## src/rtl/dm_port_arbiter.sv

```systemverilog
// Two-requester round-robin arbiter in front of a single-port, 1-cycle-read data memory.
// Grants are combinational; commands are registered onto the DM port and read data is tagged with the issuer.
module dm_port_arbiter #(
    parameter int AW  = 14,
    parameter int DW  = 32,
    parameter int OPW = 2
) (
    input  logic           clk,
    input  logic           rst,
    input  logic           bist_mode_i,

    input  logic           req0_valid_i,
    output logic           req0_ready_o,
    input  logic           req0_wen_i,
    input  logic [AW-1:0]  req0_addr_i,
    input  logic [DW-1:0]  req0_data_i,
    input  logic [OPW-1:0] req0_dopc_i,

    input  logic           req1_valid_i,
    output logic           req1_ready_o,
    input  logic           req1_wen_i,
    input  logic [AW-1:0]  req1_addr_i,
    input  logic [DW-1:0]  req1_data_i,
    input  logic [OPW-1:0] req1_dopc_i,

    output logic [AW-1:0]  dm_addr_o,
    output logic [DW-1:0]  dm_data_o,
    output logic           dm_wen_o,
    output logic [OPW-1:0] dm_dopc_o,
    output logic           dm_req_o,
    input  logic [DW-1:0]  dm_data_i,

    output logic           rsp_valid_o,
    output logic           rsp_id_o,
    output logic [DW-1:0]  rsp_data_o,
    output logic           busy_o
);

    logic           r_ptr;
    logic           w_grant0;
    logic           w_grant1;
    logic           w_hs;

    logic           r_req_p1;
    logic           r_wen_p1;
    logic           r_id_p1;
    logic [AW-1:0]  r_addr_p1;
    logic [DW-1:0]  r_data_p1;
    logic [OPW-1:0] r_dopc_p1;

    logic           r_vld_p2;
    logic           r_id_p2;

    // Arbitration: the pointer side wins a tie; BIST blocks every grant
    always_comb begin
        w_grant0 = !bist_mode_i && req0_valid_i && (!req1_valid_i || !r_ptr);
        w_grant1 = !bist_mode_i && req1_valid_i && (!req0_valid_i ||  r_ptr);
        w_hs     = w_grant0 || w_grant1;
    end

    assign req0_ready_o = w_grant0;
    assign req1_ready_o = w_grant1;

    always_ff @(posedge clk or posedge rst) begin
        if (rst) begin
            r_ptr <= 1'b0;
        end else if (w_hs) begin
            r_ptr <= w_grant0;
        end
    end

    // Issue stage: command on the DM port; payload holds when idle
    always_ff @(posedge clk or posedge rst) begin
        if (rst) begin
            r_req_p1  <= 1'b0;
            r_wen_p1  <= 1'b0;
            r_id_p1   <= 1'b0;
            r_addr_p1 <= '0;
            r_data_p1 <= '0;
            r_dopc_p1 <= '0;
        end else if (w_hs) begin
            r_req_p1  <= 1'b1;
            r_id_p1   <= w_grant1;
            r_wen_p1  <= w_grant1 ? req1_wen_i  : req0_wen_i;
            r_addr_p1 <= w_grant1 ? req1_addr_i : req0_addr_i;
            r_data_p1 <= w_grant1 ? req1_data_i : req0_data_i;
            r_dopc_p1 <= w_grant1 ? req1_dopc_i : req0_dopc_i;
        end else begin
            r_req_p1  <= 1'b0;
            r_wen_p1  <= 1'b0;
        end
    end

    // Response stage: only reads come back, one cycle after the DM saw them
    always_ff @(posedge clk or posedge rst) begin
        if (rst) begin
            r_vld_p2 <= 1'b0;
            r_id_p2  <= 1'b0;
        end else begin
            r_vld_p2 <= r_req_p1 && !r_wen_p1;
            r_id_p2  <= r_id_p1;
        end
    end

    assign dm_addr_o   = r_addr_p1;
    assign dm_data_o   = r_data_p1;
    assign dm_wen_o    = r_wen_p1;
    assign dm_dopc_o   = r_dopc_p1;
    assign dm_req_o    = r_req_p1;

    assign rsp_valid_o = r_vld_p2;
    assign rsp_id_o    = r_id_p2;
    assign rsp_data_o  = dm_data_i;
    assign busy_o      = r_req_p1 || r_vld_p2;

endmodule

```

## config.mk

```make
export PLATFORM = sky130hd
export DESIGN_NAME = dm_port_arbiter
export DESIGN_NICKNAME = d
export VERILOG_FILES = /design/src/rtl/dm_port_arbiter.sv
export SDC_FILE = /design/constraint.sdc
export NUM_CORES = 1
export LEC_CHECK = 0
export CAP_MARGIN = 0
export CORE_ASPECT_RATIO = 1.4
export CORE_MARGIN = 2
export CORE_UTILIZATION = 35
export CTS_BUF_LIST = sky130_fd_sc_hd__clkbuf_4
export DETAILED_ROUTE_END_ITERATION = 16
export PLACE_DENSITY = 0.83
export SLEW_MARGIN = 20
export SYNTH_ARGS = -nofsm -noshare
export SYNTH_HDL_FRONTEND = slang
export SYNTH_SLANG_ARGS = --single-unit
```

## constraint.sdc

```tcl
create_clock -name clk -period 2.41 [get_ports clk]
set_clock_uncertainty 0.1 [all_clocks]
set_input_delay 0.723 -clock clk [delete_from_list [all_inputs] [get_ports clk]]
set_output_delay 0.723 -clock clk [all_outputs]
set_load 0.02 [all_outputs]
```

=== After elaboration in Yosys (flattened, before gate mapping) ===
Cells that the tools add are included.

* Output and inout port bits: 87
* Memory bits (read-only): 0
* RAM bits: 0
* Memories: 0
* Flip-flop bits (word level): 54
* Latch bits: 0
* Logic and storage cells: 29

* Bitwise operators: 0
* Divide/modulo/power cells: 0
* Reduce and logical (&&, ||, !) cells: 14
* Magnitude comparators: 0
* Equal/unequal tests: 0
* $mul: 0
* Mux-type cells: 6
* Shift-type cells: 0
* $add $sub $neg: 0

{| class="wikitable"
|+ Operators with widths
! kind !! number
|-
| two-way mux 32 bit || 1
|-
| two-way mux 14 bit || 1
|-
| logical AND 1 bit || 5
|-
| logical NOT 1 bit || 5
|-
| logical OR 1 bit || 4
|-
| two-way mux 1 bit || 3
|-
| two-way mux 2 bit || 1
|}

=== Longest topological paths before layout ===
* Depth in word-level cells: 5
* Depth in mapped cells: 5

=== Worst setup path before layout ===
Ideal clock, no wire load.

* Path type: input to output
* From: input bist_mode_i
* To: output req1_ready_o
* Required time: 1.587 ns
* Stages on the path: 3
* Data arrival time: 1.396 ns
* Path buffers: 1
* Path slack: 0.191 ns
* Cell sequence: nand2b_1 > buf_2 > nor2_1

* Word-level cells in the longest chain between the ends: 3

{| class="wikitable"
|+ RTL lines
! element !! RTL line !! RTL
|-
| start: declaration || 10 || <nowiki>input logic bist_mode_i,</nowiki>
|-
| logical NOT 1 bit || 57 || <nowiki>w_grant1 = !bist_mode_i && req1_valid_i && (!req0_valid_i || r_ptr);</nowiki>
|-
| logical AND 1 bit (2 in series) || 57 ||
|-
| end: declaration || 20 || <nowiki>output logic req1_ready_o,</nowiki>
|}

No other way between the ends.

=== Final worst setup path ===
* From: input bist_mode_i
* To: output req0_ready_o

* Word-level cells in the longest chain between the ends: 3

{| class="wikitable"
|+ RTL lines
! element !! RTL line !! RTL
|-
| logical NOT 1 bit || 56 || <nowiki>w_grant0 = !bist_mode_i && req0_valid_i && (!req1_valid_i || !r_ptr);</nowiki>
|-
| logical AND 1 bit (2 in series) || 56 ||
|-
| end: declaration || 13 || <nowiki>output logic req0_ready_o,</nowiki>
|}

No other way between the ends.

==> reports/qor.txt <==
Status = complete, no violations
Hold Path Class = flip-flop to flip-flop
Register Area = 1350 µm²
Routed len/inst = 17.7 µm
Sequential element share of the synthesized area = 46.4%
CTS sink cnt = 54
TNS Setup = 0 ps
Post-synth EDFFs = 0
Routability congestion estimate = 0.859
Cells after synthesis = 327
Syn Area/Cell = 8.91 µm²
DRT iter0 DRCs = 223
Nature of the critical path endpoint = output pin
Int Power = 0.00175 W
Initial Util = 36.0%
Vias in the first global route = 3,007
Worst r2r src = r_ptr$_DFFE_PP0P_
Die Height = 112 µm
P_leak = 1.68 nW
RSZ-0062 raised after global routing = no
Net Sw Power = 0.000849 W
CP startpoint kind = input port
Final setup fails = 0
Flop pwr share = 42.4%
Residual DRC = 0
Post-Place Cells = 536
Crit path setup slack, layout = 132 ps
Synth cell types = 24
Syn_nets = 462
Post-detailed-routing wire length = 9.66 mm
Grt ovf = 0
Worst r2r path cells = 4
I/O Pins = 222
Routed vias = 2,973
Clk_lat worst skew = 380 ps
Comb pwr share = 37.4%
Fin crit share = 94.5%
R2R Setup Slk = 740 ps
Worst Path Arrival = 1450 ps
Clock transition at path regs = 150 ps
Post-route insts no fill = 545
GRT Total Usage = 21.9%
Net Sw Frac = 32.6%
Area Overhead vs Synth = 52.9%
Pwr Density = 585 nW/µm²
Cell Area, Synth = 2910 µm²
Worst-Margin Slew = 503 ps
CTS tree = done
CP top delay family = buffers and inverters
Post-DR vias/cell = 5.46
Fraction of layout instances using a drive strength above 1 = 9.28%
Worst reg2reg path endpoint = dm_data_o[21]$_DFFE_PP0P_
Crit Path Category = input port to output pin
Max Root-Sink Buffers = 2
Ys flop type = dfrtp_1
Req. time, crit path = 1590 ps
Synth warnings = 0
Slew headroom = 66.5%
Root Buffer = clkbuf_4
Hold Violations, Final = 0
# H-tree levels = 2
Core area = 8100 µm²
Final Max Slew Viols = 0
Maximum VDD drop = 0.000257 V
FMAX = 439 MHz
Quantity of gates resized following cts = 14
Post-CTS Hold Buffers = 0
Hold EP = rsp_id_o$_DFF_PP0_
Max Cap Viol = 0
Post-CTS setup buffers = 0
Fillers = 727
Area of the multi-input gates = 1130 µm²
Initial antenna violation count = 1
DP HPWL = 6.83 mm
Chip width = 81.1 µm
First-pass GRT wire length = 15.2 mm
TritonCTS Buffers = 5
Largest net degree at the start of global routing = 55
Die area = 9080 µm²
TritonRoute pass-1 iters = 4
Register bit count reported by yosys = 54
Crit Path Max Fanout = 4
Routed Antenna Nets = 0
Buffers & Inverters on Critical Path = 2
Layout Nets = 576
Tmin final = 2280 ps
Clock power share = 20.2%
Hold path depth = 0
DP Worst Slack = -581 ps
Crit-path cells = dlygate4sd2_1, nand2b_1, a21oi_2, buf_4
Row cnt = 39
Hold Startpoint = r_id_p1$_DFFE_PP0P_
Post-synth ARST share = 100%
Crit-path slowest cell = dlygate4sd2_1
Worst stage delay on the critical path = 270 ps
Buffers on Ports = 157
Final hold slack = 302 ps
==> layout by cell type (no fill, tap or decap) <==
cell,count
clkbuf_4,6
clkinvlp_4,1
nand2b_1,1
a31oi_1,47
dlymetal6s2s_1,1
nand3_2,10
o21ai_1,10
a21boi_1,1
dfrtp_1,54
clkdlybuf4s50_1,151
o21ai_0,40
nand3_1,39
nand2_1,1
and2b_1,1
bufinv_16,1
nor2_1,49
nor2b_1,1
inv_2,1
dlygate4sd2_1,3
and2b_2,1
inv_1,1
buf_12,7
nand2b_2,2
buf_4,8
a21oi_2,1
o21ba_4,1
or2_2,1
a31oi_2,1
o22ai_1,1
diode_2,1
==> cell families (layout without fill, tap and decap cells) <==
family                 count (synthesis)  count (layout)  share of synthesized area (%)
other                                  0               1                              0
and+or+nand+nor                      106             106                           18.3
buffers and inverters                 65             180                           15.2
AOI/OAI and AO/OA                    102             102                           20.1
DFF                                   54              54                           46.4
==> worst max path at each step <==
stage	startpoint	endpoint	cells past startpoint	slack, ps
6_report	bist_mode_i	req0_ready_o	4	130
5_1_grt	bist_mode_i	req0_ready_o	4	80
4_1_cts	req1_valid_i	req1_ready_o	4	5
3_5_place_dp	bist_mode_i	req0_ready_o	4	-580
3_3_place_gp	bist_mode_i	req0_ready_o	4	-550
2_1_floorplan	bist_mode_i	req1_ready_o	3	190
==> per-stage QoR <==
step	utilization, %	power, W	area (µm²)
floorplan	-	0.00165	2910
global placement	54.0	0.00208	4370
detailed placement	54.0	0.00211	4370
CTS	54.9	0.00264	4450
global route	55.0	0.00274	4450
finish	55.0	0.00260	4450
==> cell type report <==
cell class | instances | area share [%]
Tap cell | 102 | 2.87
Clock buffer | 6 | 1.01
Inverter | 2 | 0.169
Antenna cell | 1 | 0.0562
Sequential cell | 54 | 30.3
Clock inverter | 2 | 0.843
Timing Repair Buffer | 170 | 39.3
Multi-Input combinational cell | 208 | 25.4
==> power by group through the flow <==
stage / logic [W] / clock network (W) / registers [W]
2_1_floorplan: 0.000380 / 0 / 0.00127
3_3_place_gp: 0.000965 / 0 / 0.00111
3_5_place_dp: 0.000985 / 0 / 0.00112
4_1_cts: 0.000986 / 0.000548 / 0.00110
5_1_grt: 0.00105 / 0.000575 / 0.00112
6_report: 0.000974 / 0.000526 / 0.00110
==> Yosys cell counts (6+ instances only) <==
master,number,share of area (%)
buf_4,33,8.5
o21ai_1,10,1.7
nor2_1,49,6.3
buf_6,6,2.3
nand3_1,39,6.7
dfrtp_1,54,46
a31oi_1,47,10
buf_2,22,3.8
nand3_2,10,3.4
o21ai_0,40,6.9
==> layer usage <==
metal | routed length (µm) | GRT usage [%] | vias up
met3 | 590 | 4.38 | 51
met5 | 0 | 0 | -
li1 | - | - | 1351
met1 | 3290 | 22.6 | 1437
met2 | 5250 | 38.9 | 134
met4 | 541 | 14.2 | 0
==> flip-flops by register name, indices dropped and copies added (netlist names) <==
name,count
dm_wen_o,1
dm_req_o,1
rsp_valid_o,1
dm_dopc_o,2
dm_data_o,32
r_ptr,1
r_id_p1,1
rsp_id_o,1
dm_addr_o,14
Power figures use the tool's default switching activity.
